File: src/rtl/demux_logic_pkg.sv
// Shared definitions for the demux-built logic unit: operation encodings and widths.
package demux_logic_pkg;

    localparam int OP_W = 3;

    typedef enum logic [OP_W-1:0] {
        OP_AND    = 3'd0,
        OP_OR     = 3'd1,
        OP_NOT_A  = 3'd2,
        OP_NAND   = 3'd3,
        OP_NOR    = 3'd4,
        OP_XOR    = 3'd5,
        OP_XNOR   = 3'd6,
        OP_PASS_A = 3'd7
    } op_e;

endpackage

File: src/rtl/demux_bit_alu.sv
// One-bit, eight-operation logic evaluator whose gates are all two_one_demux cells.
module demux_bit_alu
    import demux_logic_pkg::*;
(
    input  logic            a_i,
    input  logic            b_i,
    input  logic [OP_W-1:0] op_i,
    output logic            y_o
);

    logic n_a, n_b, and_ab, and_nn, or_ab, and_anb, and_nab;
    logic n_x1, n_x2, and_nx, xor_ab, nand_ab, nor_ab, xnor_ab;
    logic [13:0] cell_unused;

    // NOT x = demux(1, x).y0 ; AND(p, q) = demux(p, q).y1
    two_one_demux u_not_a   (.d_i(1'b1),    .sel_i(a_i),     .y0_o(n_a),            .y1_o(cell_unused[0]));
    two_one_demux u_not_b   (.d_i(1'b1),    .sel_i(b_i),     .y0_o(n_b),            .y1_o(cell_unused[1]));
    two_one_demux u_and_ab  (.d_i(a_i),     .sel_i(b_i),     .y0_o(cell_unused[2]), .y1_o(and_ab));
    two_one_demux u_and_nn  (.d_i(n_a),     .sel_i(n_b),     .y0_o(cell_unused[3]), .y1_o(and_nn));
    two_one_demux u_or_ab   (.d_i(1'b1),    .sel_i(and_nn),  .y0_o(or_ab),          .y1_o(cell_unused[4]));
    two_one_demux u_and_anb (.d_i(a_i),     .sel_i(n_b),     .y0_o(cell_unused[5]), .y1_o(and_anb));
    two_one_demux u_and_nab (.d_i(n_a),     .sel_i(b_i),     .y0_o(cell_unused[6]), .y1_o(and_nab));
    two_one_demux u_not_x1  (.d_i(1'b1),    .sel_i(and_anb), .y0_o(n_x1),           .y1_o(cell_unused[7]));
    two_one_demux u_not_x2  (.d_i(1'b1),    .sel_i(and_nab), .y0_o(n_x2),           .y1_o(cell_unused[8]));
    two_one_demux u_and_nx  (.d_i(n_x1),    .sel_i(n_x2),    .y0_o(cell_unused[9]), .y1_o(and_nx));
    two_one_demux u_xor     (.d_i(1'b1),    .sel_i(and_nx),  .y0_o(xor_ab),         .y1_o(cell_unused[10]));
    two_one_demux u_nand    (.d_i(1'b1),    .sel_i(and_ab),  .y0_o(nand_ab),        .y1_o(cell_unused[11]));
    two_one_demux u_nor     (.d_i(1'b1),    .sel_i(or_ab),   .y0_o(nor_ab),         .y1_o(cell_unused[12]));
    two_one_demux u_xnor    (.d_i(1'b1),    .sel_i(xor_ab),  .y0_o(xnor_ab),        .y1_o(cell_unused[13]));

    always_comb begin
        // NOTE: default assignment first so every path drives y_o and no latch is inferred.
        y_o = 1'b0;
        case (op_e'(op_i))
            OP_AND:    y_o = and_ab;
            OP_OR:     y_o = or_ab;
            OP_NOT_A:  y_o = n_a;
            OP_NAND:   y_o = nand_ab;
            OP_NOR:    y_o = nor_ab;
            OP_XOR:    y_o = xor_ab;
            OP_XNOR:   y_o = xnor_ab;
            OP_PASS_A: y_o = a_i;
            default:   y_o = 1'b0;
        endcase
    end

endmodule

File: src/rtl/two_one_demux.sv
// 1-to-2 demultiplexer cell: routes d to y0 when sel=0, to y1 when sel=1.
module two_one_demux (
    input  logic d_i,
    input  logic sel_i,
    output logic y0_o,
    output logic y1_o
);

    assign y0_o = d_i & ~sel_i;
    assign y1_o = d_i &  sel_i;

endmodule

File: src/rtl/demux_logic_unit_pipe.sv
// Two-stage valid/ready bitwise logic unit (operand regs -> result regs) with a
// saturating count of completed output handshakes.
module demux_logic_unit_pipe
    import demux_logic_pkg::*;
#(
    parameter int WIDTH = 8,
    parameter int CNT_W = 16
) (
    input  logic             clk,
    input  logic             rst_n,
    input  logic             in_valid,
    output logic             in_ready,
    input  logic [WIDTH-1:0] in_a,
    input  logic [WIDTH-1:0] in_b,
    input  logic [OP_W-1:0]  in_op,
    output logic             out_valid,
    input  logic             out_ready,
    output logic [WIDTH-1:0] out_y,
    output logic             out_zero,
    input  logic             cnt_clr,
    output logic [CNT_W-1:0] op_count
);

    localparam logic [CNT_W-1:0] CNT_ONE = {{(CNT_W-1){1'b0}}, 1'b1};

    logic             s1_valid_q, s1_valid_d, s2_valid_q, s2_valid_d;
    logic [WIDTH-1:0] a_q, a_d, b_q, b_d, y_q, y_d, alu_y;
    logic [OP_W-1:0]  op_q, op_d;
    logic             zero_q, zero_d;
    logic [CNT_W-1:0] cnt_q, cnt_d;
    logic             s1_load, s2_load;

    for (genvar i = 0; i < WIDTH; i++) begin : g_bit
        demux_bit_alu u_bit (
            .a_i  (a_q[i]),
            .b_i  (b_q[i]),
            .op_i (op_q),
            .y_o  (alu_y[i])
        );
    end

    // S1 can take a beat when it is empty or moving its beat forward this cycle.
    assign s2_load  = s1_valid_q & (~s2_valid_q | out_ready);
    assign in_ready = ~s1_valid_q | s2_load;
    assign s1_load  = in_valid & in_ready;

    always_comb begin
        s1_valid_d = s1_valid_q;
        a_d        = a_q;
        b_d        = b_q;
        op_d       = op_q;
        s2_valid_d = s2_valid_q;
        y_d        = y_q;
        zero_d     = zero_q;
        cnt_d      = cnt_q;

        if (s1_load) begin
            s1_valid_d = 1'b1;
            a_d        = in_a;
            b_d        = in_b;
            op_d       = in_op;
        end else if (s2_load) begin
            s1_valid_d = 1'b0;
        end

        if (s2_load) begin
            s2_valid_d = 1'b1;
            y_d        = alu_y;
            zero_d     = ~|alu_y;
        end else if (out_ready) begin
            s2_valid_d = 1'b0;
        end

        if (cnt_clr) begin
            cnt_d = '0;
        end else if (out_valid && out_ready && !(&cnt_q)) begin
            cnt_d = cnt_q + CNT_ONE;
        end
    end

    always_ff @(posedge clk or negedge rst_n) begin
        if (!rst_n) begin
            // NOTE: datapath registers are reset too, so out_y/out_zero read 0 out of reset.
            s1_valid_q <= 1'b0;
            a_q        <= '0;
            b_q        <= '0;
            op_q       <= '0;
            s2_valid_q <= 1'b0;
            y_q        <= '0;
            zero_q     <= 1'b0;
            cnt_q      <= '0;
        end else begin
            // NOTE: non-blocking assignments so every register samples pre-edge values.
            s1_valid_q <= s1_valid_d;
            a_q        <= a_d;
            b_q        <= b_d;
            op_q       <= op_d;
            s2_valid_q <= s2_valid_d;
            y_q        <= y_d;
            zero_q     <= zero_d;
            cnt_q      <= cnt_d;
        end
    end

    assign out_valid = s2_valid_q;
    assign out_y     = y_q;
    assign out_zero  = zero_q;
    assign op_count  = cnt_q;

endmodule
File: config.mk
export PLATFORM = sky130hd
export DESIGN_NAME = demux_logic_unit_pipe
export DESIGN_NICKNAME = d
export VERILOG_FILES = /design/src/rtl/demux_logic_pkg.sv /design/src/rtl/demux_bit_alu.sv /design/src/rtl/two_one_demux.sv /design/src/rtl/demux_logic_unit_pipe.sv
export SDC_FILE = /design/constraint.sdc
export NUM_CORES = 1
export LEC_CHECK = 0
export CAP_MARGIN = 20
export CORE_AREA = 8 8 95 97
export CTS_CLUSTER_DIAMETER = 100
export CTS_CLUSTER_SIZE = 40
export DETAILED_ROUTE_END_ITERATION = 6
export DIE_AREA = 0 0 103 105
export MAX_ROUTING_LAYER = met4
export PLACE_DENSITY = 0.66
export SYNTH_ARGS = -nofsm -noshare
export SYNTH_HDL_FRONTEND = slang
export SYNTH_SLANG_ARGS = --single-unit
File: constraint.sdc
create_clock -name clk -period 2 [get_ports clk]
set_input_delay 0.2 -clock clk [delete_from_list [all_inputs] [get_ports clk]]
set_output_delay 0.2 -clock clk [all_outputs]
set_load 0.005 [all_outputs]
# Yosys cells after proc, flatten, opt, wreduce, memory -nomap -nowiden
# Index checks and enable logic that the tools add are counted.
[classes]
add_sub_neg = 1
multipliers = 0
div = 0
order_cmp = 0
n_eq_ne = 7
shifts = 0
n_mux = 14
bitwise_logic = 102
n_reduce_logical = 10
[op_table]
columns = ["operator", "count"]
rows = [
  ["1-bit case mux with 8 select lines", 8],
  ["1-bit inverter", 58],
  ["1-bit AND", 42],
  ["16-bit two-way mux", 2],
  ["16-bit by 1-bit adder with 16-bit output, second input constant", 1],
  ["16-bit AND reduction", 1],
  ["3-bit equality test, second input constant", 4],
  ["8-bit OR reduction", 1],
  ["3-bit by 2-bit equality test with 1-bit output, second input constant", 2],
  ["2-bit nonzero test", 3],
  ["1-bit two-way mux", 4],
  ["3-bit by 1-bit equality test with 1-bit output, second input constant", 1],
  ["3-bit logical NOT", 1],
  ["1-bit logical AND", 2],
  ["1-bit logical NOT", 2],
  ["1-bit OR", 2],
]
[word_totals]
regBits = 46
latchBits = 0
ramBits = 0
rom_bits = 0
input_bits = 24
n_memories = 0

# Longest topological paths before layout
[depth]
depth_word = 8
depth_mapped = 9
ltp_nobuf = 8

# By module
# Synthesis repeated with hierarchy kept, for this count alone.
[unflattened]
cells_unflattened = 425
area_unflattened_um2 = 4441.8
[modules_own_cells]
columns = ["mod", "instances", "cells_per_inst", "area_each_um2", "seq_area_each_um2"]
rows = [
  ["demux_logic_unit_pipe", 1, 169, 2079.5, 1151.1],
  ["two_one_demux", 112, 2, 16.3, 0.0],
  ["demux_bit_alu", 8, 4, 67.6, 0.0],
]

# Least setup slack after synthesis
# OpenSTA, ideal clock, no wires.
[synth_timing]
path_type = "register -> register"
from = "register a_q[7]"
to = "register zero_q, in the netlist out_zero"
arrival_time_ns = 1.499
t_required_ns = 1.879
setup_slack_ns = 0.381
path_stages_with_launch = 8
n_path_buf = 0
path_cell_list = "dfrtp_1 -> inv_1 -> ha_1 -> mux2_2 -> a221oi_1 -> mux2i_1 -> nand4_1 -> o21ai_1"
[synth_via]
elab_chain_len = 8
elab_cells_between_ends = 14
[synth_lines]
columns = ["item", "line_no", "source"]
rows = [
  ["start, declared", "demux_logic_unit_pipe.sv:27", "logic [WIDTH-1:0] a_q, a_d, b_q, b_d, y_q, y_d, alu_y;"],
  ["start signal, assigned", "demux_logic_unit_pipe.sv:85", "a_q <= '0;"],
  ["start signal, assigned", "demux_logic_unit_pipe.sv:95", "a_q <= a_d;"],
  ["1-bit inverter", "two_one_demux.sv:9", "assign y0_o = d_i & ~sel_i;"],
  ["1-bit AND", "two_one_demux.sv:10", "assign y1_o = d_i & sel_i;"],
  ["1-bit inverter", "two_one_demux.sv:9", ""],
  ["1-bit AND", "two_one_demux.sv:10", ""],
  ["1-bit inverter", "two_one_demux.sv:9", ""],
  ["1-bit case mux with 8 select lines (*)", "demux_bit_alu.sv:34", "case (op_e'(op_i))"],
  ["8-bit OR reduction (*)", "demux_logic_unit_pipe.sv:69", "zero_d = ~|alu_y;"],
  ["1-bit logical NOT (*)", "demux_logic_unit_pipe.sv:69", ""],
  ["end signal, assigned", "demux_logic_unit_pipe.sv:100", "zero_q <= zero_d;"],
  ["end, declared", "demux_logic_unit_pipe.sv:29", "logic zero_q, zero_d;"],
]
# Mark *: on every way between the ends. The rest lies on a longest branch, timed or not.
# A chain may end at the register's enable or synchronous reset.

# Worst setup path in the final report
[layout_timing]
from = "register a_q[3]"
to = "register zero_q, in the netlist out_zero"
[layout_via]
elab_chain_len = 8
elab_cells_between_ends = 14
[layout_lines]
columns = ["item", "line_no"]
rows = [
  ["1-bit inverter", "two_one_demux.sv:9"],
  ["1-bit AND", "-"],
  ["1-bit inverter", "two_one_demux.sv:9"],
  ["1-bit AND", "two_one_demux.sv:10"],
  ["1-bit inverter", "two_one_demux.sv:9"],
  ["1-bit case mux with 8 select lines (*)", "demux_bit_alu.sv:34"],
  ["8-bit OR reduction (*)", "demux_logic_unit_pipe.sv:69"],
  ["1-bit logical NOT (*)", "demux_logic_unit_pipe.sv:69"],
]
# Marks and branches as above.

==> impl_results.md <==
* Root buf cell: clkbuf_8
* I/O pin cnt at 51
* Row count at 32
* Worst Setup EP: out_zero
* Distinct cells, synth at between 40 and 50
* Vias in the first global route at 2,303
* Fin. Hold Viols at 0
* Final period util at about nine tenths
* GR Overflow Total at 0
* CP startpoint kind: flip-flop
* Worst-Margin Slew at ~600 ps
* Max IR drop VDD at 0.0003382 V
* Final HPWL from detailed placement at between 4 and 5 mm
* Min-delay worst type: flip-flop to flip-flop
* CP max stage cell: dfrtp_1
* Leak at 0.001628 uW
* Full die area at between 0.01 and 0.015 mm^2
* Post-route insts no fill at approximately 450
* Crit-path max FO at 5
* Largest net degree at the start of global routing at between 40 and 50
* Via Count at ~2.3k
* Crit path max-delay family: flip-flops
* Worst setup startpoint: a_q[3]
* Fin Setup TNS at 0 ps
* WL final at approximately 6.5 mm
* CTS tree: yes
* Port Buf Inserts at 50
* Area of the multi-input gates at between 0.0015 and 0.002 mm^2
* Layout Nets at between 300 and 400
* Sequential fraction of the synthesis area at between 40% and 50%
* Layout cells sized above 1 at 16.81%
* Worst slack at placement at approximately 210 ps
* Post-Syn Instances at between 200 and 300
* Initial antenna violation count at 0
* Initial core utilization at a little under two fifths
* Syn avg cell area at roughly 9.7 um^2
* Final GP Congestion at roughly 0.76
* Post_cts resized at 0
* Antenna fix cells at 0
* Worst Path Class, Setup: flip-flop to flip-flop
* Most frequent cells in the layout: clkdlybuf4s50_1, dfrtp_1, mux2_2, nor2_1, nand2_1
* Sequential Area at between 0.001 and 0.0015 mm^2
* Min Hold Slack at slightly below 500 ps
* Vias per cell at 5.018
* Num CTS Buffers at 5
* Post-synth EDFFs at 0
* Fillers at just over 700
* Clk buf depth at 2
* H-tree Lvls at 2
* Max Freq at roughly 0.55 GHz
* Worst path bufs/invs at 1
* R2r setup slk at roughly 190 ps
* Core Util, Final at 48.84%
* Final WS setup at between 150 and 200 ps
* Cell Pwr Density at between 800 and 900 mW/mm^2
* Chip width at between 100 and 150 um
* Post-synthesis register bit count at 46
* Worst reg2reg path endpoint: out_zero
* YS warnings at 0
* First-pass DRT Iterations at 4
* Dpl cells at 444
* Clock slew at reported path FFs at 80 ps
* Drt wl/cell at 14.28 um
* RSZ-0062 raised after global routing: false
* Asr flop ratio synth at 100.0%
* Clock skew at between 10 and 15 ps
* Global-route wire length before repair at between 10 and 15 mm
* Core area at 0.007527 mm^2
* Most common cell after layout, fill and taps aside: clkdlybuf4s50_1
* Cell Chain, Critical Path: inv_1, ha_1, mux2_2, nand2_1, nand3_1, a21oi_1, nand3_1, o21ai_1
* Crit path depth at 8
* Max_slew headroom at between 50% and 60%
* Crit Reg-Reg Startpoint: a_q[3]
* CP max stage delay at about 420 ps
* Max Slew Vio Count at 0
* Outcome: complete, no violations
* Total track usage at between 10% and 20%
* Worst-skew pair later-pin latency at 310 ps
* Layout Area Growth over Synthesis at 28.30%
* Max Cap Viol at 0
* Worst path required time at approximately 2200 ps
* Setup violations, final at 0
* Top FF cell, synth: dfrtp_1
* Clk sinks at 46
* Crit path DAT at about 2000 ps
* R2R depth at 8
* Mapped Area at ~0.0029 mm^2
* Most common cell on crit path: nand3_1
* Residual DRC at 0
* Min cycle time layout at 1808 ps
* Crit. End Element: flip-flop
* Die Y at 105 um
* Antenna-violating nets left at 0
* Drt initial violations at between 100 and 150
* Post-synth net total at 335
[Yosys cell counts, types with 3 or more instances]
cell type | count | share of area [%]
nor2_1 | 26 | 3.4
nand2b_1 | 8 | 1.7
xor2_1 | 11 | 3.4
ha_1 | 17 | 7.4
nand4_1 | 8 | 1.7
clkbuf_1 | 5 | 0.66
a221oi_1 | 3 | 0.92
and3_1 | 4 | 0.87
o21ai_0 | 19 | 3.3
inv_1 | 19 | 2.5
mux2i_1 | 7 | 2.4
a21oi_1 | 10 | 1.7
a211oi_1 | 3 | 0.79
buf_2 | 6 | 1.0
mux2_2 | 28 | 11
nand2_1 | 25 | 3.3
nor2b_1 | 3 | 0.66
o211ai_1 | 5 | 1.3
dfrtp_1 | 46 | 40
nand3_1 | 9 | 1.6
[cells by family (layout without fill, tap and decap cells)]
logic type / count (synthesis) / after routing / share of synthesized area, %
XOR/XNOR: 13 / 13 / 3.974
multiplexers: 35 / 35 / 13.45
AND/OR/NAND/NOR: 97 / 97 / 18.17
flip-flops: 46 / 46 / 40.17
adder cells (fa/ha/maj): 17 / 17 / 7.423
AO/OA/AOI/OAI: 52 / 52 / 11.83
buffers and inverters: 34 / 91 / 4.978
[where the power goes]
part / leakage, uW / internal (uW) / switching [uW]
Clock: 0.0000714 / 533 / 332
Combinational: 0.000981 / 506 / 433
Sequential: 0.000576 / 1050 / 107
[flip-flops by register name (all words and copies together) (netlist names)]
name and count:
a_q 8, b_q 8, op_count 16, op_q 3
out_valid 1, out_y 8, out_zero 1, s1_valid_q 1
[through the flow]
stage / area [um^2] / power, uW
floorplan: 2865 / 1741
detailed placement: 3523 / 2130
CTS: 3676 / 3006
global placement: 3523 / 2091
global route: 3676 / 3166
finish: 3676 / 2965
[what timing repair did]
item | 4_1_cts | 5_1_grt
hold buffers | 1 | 0
setup buffers | 0 | 0
endpoints found under the hold margin | 12 | 0
[worst min path at each step]
| stage | start | end | slack [ps] | depth (start not counted) |
|---|---|---|---|---|
| 6_report | out_y[6] | out_y[6] | 490 | 1 |
| 5_1_grt | out_y[6] | out_y[6] | 500 | 1 |
| 4_1_cts | in_valid | s1_valid_q | 490 | 2 |
| 3_5_place_dp | rst_n | a_q[2] | 340 | 2 |
| 3_3_place_gp | rst_n | a_q[2] | 330 | 2 |
| 2_1_floorplan | rst_n | a_q[0] | -100 | 0 |
[per-layer routing]
| layer | vias to the layer above | GRT usage [%] | share of wire [%] |
|---|---|---|---|
| li1 | 1135 | - | - |
| met1 | 1076 | 15.48 | 46 |
| met2 | 55 | 20.43 | 47 |
| met3 | 7 | 3.119 | 5.2 |
| met4 | 0 | 3.102 | 0.91 |
| met5 | - | - | 0 |
[area by class of cell]
type | instances | share of cell area, %
multi-input cells | 214 | 42.75
flip-flops and latches | 46 | 31.31
repair buffers | 63 | 16.54
well taps | 102 | 3.472
clock buffers | 6 | 2.246
inverters | 20 | 2.042
clock inverters | 2 | 1.634
(Power assumes the default switching activity.)
==> variant 1 (same settings) <==
Change the parameter `CNT_W` from 16 to 18.
--- a/src/rtl/demux_logic_unit_pipe.sv
+++ b/src/rtl/demux_logic_unit_pipe.sv
@@ -5,5 +5,5 @@
 #(
     parameter int WIDTH = 8,
-    parameter int CNT_W = 16
+    parameter int CNT_W = 18
 ) (
     input  logic             clk,
Ports: changed (resized op_count); port bits go from 51 to 53. No check against the original RTL was run, so the function may have changed too.
==> variant 1 against the original RTL <==
The run now ends with hold timing left; wire length up 11%; critical path depth down 1; combinational power up 14%; total power down 3.3%; synthesized area up 2.5%; die area unchanged; setup slack worse by 0.16 ns; sequential cell count up 2; design area up 4.8%; critical path type unchanged; critical endpoint unchanged.
==> variant 1: results (changes against the original RTL) <==
| Metric | Value |
|---|---|
| Outcome | finished with violations (was finished clean) |
| Violated checks | hold timing |
| Synth Area in XOR/XNOR | 4.472% (was 3.974%) |
| Placed Area | 3727 µm² (was 3523 µm²) |
| Iter 0 DRT Violations | 110 (was 103) |
| Max incr delay on CP | 0.38 ns (was 0.42 ns) |
| Arr. time, crit path | 2.21 ns (was 2.04 ns) |
| Ratio of cells with drive above 1 in the final layout | 19.05% (was 16.81%) |
| RePlAce Congestion | 0.8150 (was 0.7558) |
| GR Layer Usage met3 | 4.313% (was 3.119%) |
| Reg clk slew, reported paths | 0.10 ns (was 0.08 ns) |
| Nets | 418 (was 391) |
| Total number of vias | 2448 (was 2273) |
| Hold_ws | -0.004732 ns (was 0.4892 ns) |
| DPL Wire Length | 5261 µm (was 4826 µm) |
| Layout fillers | 729 (was 725) |
| DRT Wirelength | 7177 µm (was 6470 µm) |
| DP Worst Slack | -0.01123 ns (was 0.2071 ns) |
| Critical-path maximum fanout | 2 (was 5) |
| Post-route minimum period | 1.970 ns (was 1.808 ns) |
| Hold crit path type | in2async (was reg2reg) |
| Reg2reg start | a_q[6]$_DFFE_PN0P_ (was a_q[3]$_DFFE_PN0P_) |
| Post-synth net total | 345 (was 335) |
| Layout non-clock buf frac | 19.35% (was 16.54%) |
| Logic inverters | 22 (was 20) |
| Largest net degree at the start of global routing | 49 (was 47) |
| Buffers, non-clock | 81 (was 63) |
| Setup Skew | 0.007912 ns (was 0.01349 ns) |
| Yosys cell types | 50 (was 46) |
| Fin. Hold Viols | 10 (was 0) |
| Global routing usage on met1 | 16.14% (was 15.48%) |
| Multi-input combinational cell area | 1609 µm² (was 1572 µm²) |
| Mapped Area | 2938 µm² (was 2865 µm²) |
| GRT Overall Usage | 14.24% (was 12.71%) |
| M1 WL | 3143 µm (was 3001 µm) |
| Register area | 1201 µm² (was 1151 µm²) |
| Multi-input gate count | 219 (was 214) |
| Worst vdd ir | 0.0002840 V (was 0.0003382 V) |
| Setup slack, reg-to-reg | 0.03 ns (was 0.19 ns) |
| Leak | 0.001705 µW (was 0.001628 µW) |
| Number of global-route vias before repair | 2618 (was 2303) |
| Number of I/O port buffers | 52 (was 50) |
| Routed met3 length | 451 µm (was 337 µm) |
==> variant 1: cell count changes after synthesis, moves of 4 or more <==
cell,delta
nand2b_1,-4
o21ai_0,-4
mux2_2,-4
nor2_1,+6
nand4_1,-5
nand2_1,-5
and4_1,+5
==> variant 1: metrics by stage <==
| step | cells | hold WS (ns) | power, µW |
|---|---|---|---|
| 2_1_floorplan | 304 | -0.09559 | 1806 |
| 3_3_place_gp | 471 | 0.3447 | 2232 |
| 3_5_place_dp | 471 | 0.3564 | 2270 |
| 4_1_cts | 479 | 0.01921 | 2889 |
| 5_1_grt | 480 | 0.06111 | 3074 |
| 6_report | 480 | -0.004732 | 2867 |
==> variant 1: worst register-to-register path: stages, from the launching register on <==
cell and delay, ns:
dfrtp_1 0.38, inv_1 0.10, ha_4 0.21, mux2_4 0.25, and3_4 0.17, or3_4 0.33
a2111o_1 0.35, o21ai_1 0.11
==> variant 1: power by group <==
group / internal, µW / switching (µW)
clock: 245 / 356
combinational: 589 / 476
sequential: 1100 / 102
total: 1930 / 935
==> variant 2 (same settings) <==
Made on the original files. Make the reset (`rst_n`) synchronous in one clocked block.
--- a/src/rtl/demux_logic_unit_pipe.sv
+++ b/src/rtl/demux_logic_unit_pipe.sv
@@ -79,5 +79,5 @@
     end
 
-    always_ff @(posedge clk or negedge rst_n) begin
+    always_ff @(posedge clk) begin
         if (!rst_n) begin
             // NOTE: datapath registers are reset too, so out_y/out_zero read 0 out of reset.
Function: differs if rst_n is asserted again (counterexample within 4 cycles, from zero or initial values and one cycle with rst_n low); with rst_n held inactive, the same outputs for 10 cycles.
==> variant 2 against the original RTL <==
Synthesized area shrank 3.3%; wire length is 7.9% higher; largest cell class unchanged; synthesized cell count rose by 18%; clock skew decreased by 0.0060 ns; sequential cell count stayed put; design area shrank 3.2%; cell count is 12% higher; setup slack got worse by 0.018 ns.
Power is not compared: it rests on default switching activity, and its combinational part moved more than twofold at a synthesized area within 25%.
==> variant 2: results (changes against the original RTL) <==
| Metric | Value |
|---|---|
| Reg2reg path depth | 7 (was 8) |
| Initial antenna violation count | 0 (unchanged) |
| Global-route wire length before repair | 11660 µm (was 10900 µm) |
| Placed Area | 3447 µm² (was 3523 µm²) |
| M1 WL | 3556 µm (was 3001 µm) |
| Number of global-route vias before repair | 2418 (was 2303) |
| Register area share after synthesis | 33.24% (was 40.17%) |
| Min-delay src | in_b[6] (was out_y[6]$_DFFE_PN0P_) |
| Outcome | finished clean (unchanged) |
| RR Endpoint | op_count[14]$_SDFFE_PP0P_ (was out_zero$_DFFE_PN0P_) |
| Met2 wire len | 3104 µm (was 3072 µm) |
| Post-synth net total | 388 (was 335) |
| Layout fillers | 768 (was 725) |
| WHS Path Cells | 3 (was 1) |
| Wire per inst | 13.77 µm (was 14.28 µm) |
| Ratio of cells with drive above 1 in the final layout | 13.09% (was 16.81%) |
| Largest register FFs | 16 (unchanged) |
| GR Layer Usage met2 | 20.02% (was 20.43%) |
| End of the worst hold path | b_q[6]$_SDFFE_PN0P_ (was out_y[6]$_DFFE_PN0P_) |
| Routed met3 length | 230 µm (was 337 µm) |
| Iter 0 DRT Violations | 153 (was 103) |
| Setup Skew | 0.007503 ns (was 0.01349 ns) |
| Via density | 5.077 (was 5.018) |
| RePlAce Congestion | 0.8323 (was 0.7558) |
| Asr flop ratio synth | 0% (was 100.0%) |
| DPL Wire Length | 5387 µm (was 4826 µm) |
| Reg clk slew, reported paths | 0.10 ns (was 0.08 ns) |
| Hold crit path type | in2reg (was reg2reg) |
| Antenna diodes | 0 (unchanged) |
| GRT Overall Usage | 13.55% (was 12.71%) |
| Reg2reg start | op_count[1]$_SDFFE_PP0P_ (was a_q[3]$_DFFE_PN0P_) |
| Global routing usage on met1 | 18.19% (was 15.48%) |
| Nets | 445 (was 391) |
| Slew @ Worst Pin | 0.6818 ns (was 0.6019 ns) |
| Worst vdd ir | 0.0002997 V |
| GR Layer Usage met3 | 2.522% (was 3.119%) |
| Yosys cell types | 57 (was 46) |
| Ranking of synthesized cells by area | dfxtp_1 (33%), nand2_1 (8.8%), ha_1 (7.7%), a21oi_1 (5.2%), nor2_1 (3.5%) (was dfrtp_1 (40%), mux2_2 (11%), ha_1 (7.4%), nor2_1 (3.4%), xor2_1 (3.4%)) |
| Clk buf depth | 2 (unchanged) |
| Commonest cells in the netlist | nand2_1 (65), dfxtp_1 (46), a21oi_1 (29), nor2_1 (26), inv_1 (21) (was dfrtp_1 (46), mux2_2 (28), nor2_1 (26), nand2_1 (25)) |
| Largest net degree at the start of global routing | 29 (was 47) |
-- variant 2: changes by cell type after synthesis, sizes merged, moves of 8 or more --
cell / unedited run / this run
mux2: 28 / 2
xor2: 11 / 0
o21ai: 21 / 9
clkbuf: 5 / 13
a21oi: 10 / 29
nand2: 25 / 65
dfxtp: 0 / 46
dfrtp: 46 / 0
-- variant 2: what timing repair did --
action / 4_1_cts / 5_1_grt
resized for setup: 0 / 5
buffers inserted: 0 / 1
setup endpoints to repair: 0 / 3
-- variant 2: cell type report --
type / instances / area, µm² / area share [%]
clock inverters: 3 / 18.77 / 0.5274
flip-flops and latches: 46 / 923.4 / 25.95
well taps: 102 / 127.6 / 3.586
repair buffers: 71 / 658.1 / 18.50
clock buffers: 5 / 68.82 / 1.934
multi-input cells: 259 / 1683 / 47.29
inverters: 21 / 78.83 / 2.215
-- variant 2: worst max-delay path by stage --
stage	end	cells past startpoint	from
after floorplan	op_count[15]$_SDFFE_PP0P_	7	op_count[10]$_SDFFE_PP0P_
after global placement	op_count[14]$_SDFFE_PP0P_	7	op_count[1]$_SDFFE_PP0P_
after detailed placement	op_count[14]$_SDFFE_PP0P_	7	op_count[1]$_SDFFE_PP0P_
after CTS	op_count[14]$_SDFFE_PP0P_	7	op_count[1]$_SDFFE_PP0P_
after global routing	out_zero$_SDFFE_PN0P_	7	b_q[3]$_SDFFE_PN0P_
final	op_count[14]$_SDFFE_PP0P_	7	op_count[1]$_SDFFE_PP0P_
-- variant 2: cell families after synthesis --
group                      count (synthesis)  synth area share [%]
muxes                                     12                 4.878
buffers and inverters                     42                 6.504
adders and majority gates                 17                 7.678
and+or+nand+nor                          142                 25.25
xor gates and xnor gates                   4                 1.265
AOI/OAI and AO/OA                         84                 21.18
DFF                                       46                 33.24
-- variant 2: per-stage QoR --
step           utilization, %  cells  setup WS (ns)  hold WS, ns
3_3_place_gp            45.79    498        0.08790       0.4636
5_1_grt                 47.27    507        0.01685       0.4437
2_1_floorplan               -    347         0.1680       0.3174
4_1_cts                 46.96    506        0.08024       0.4311
3_5_place_dp            45.79    498        0.09880       0.4632
6_report                47.27    507         0.1737       0.4390
-- variant 2: power by group through the flow --
| stage | sequential [µW] | combinational [µW] | clock, µW |
|---|---|---|---|
| after floorplan | 996 | 214 | 0 |
| after global placement | 1010 | 342 | 0 |
| after detailed placement | 1010 | 346 | 0 |
| after CTS | 986 | 348 | 608 |
| after global routing | 993 | 390 | 643 |
| final | 986 | 350 | 588 |
-- variant 2: worst max-delay path, stage by stage, from the launching register on --
cell,delay [ns]
dfxtp_2,0.37
ha_1,0.19
nand3_1,0.17
nor3_4,0.33
nor3b_2,0.22
buf_4,0.15
a31oi_1,0.08
a41o_2,0.22
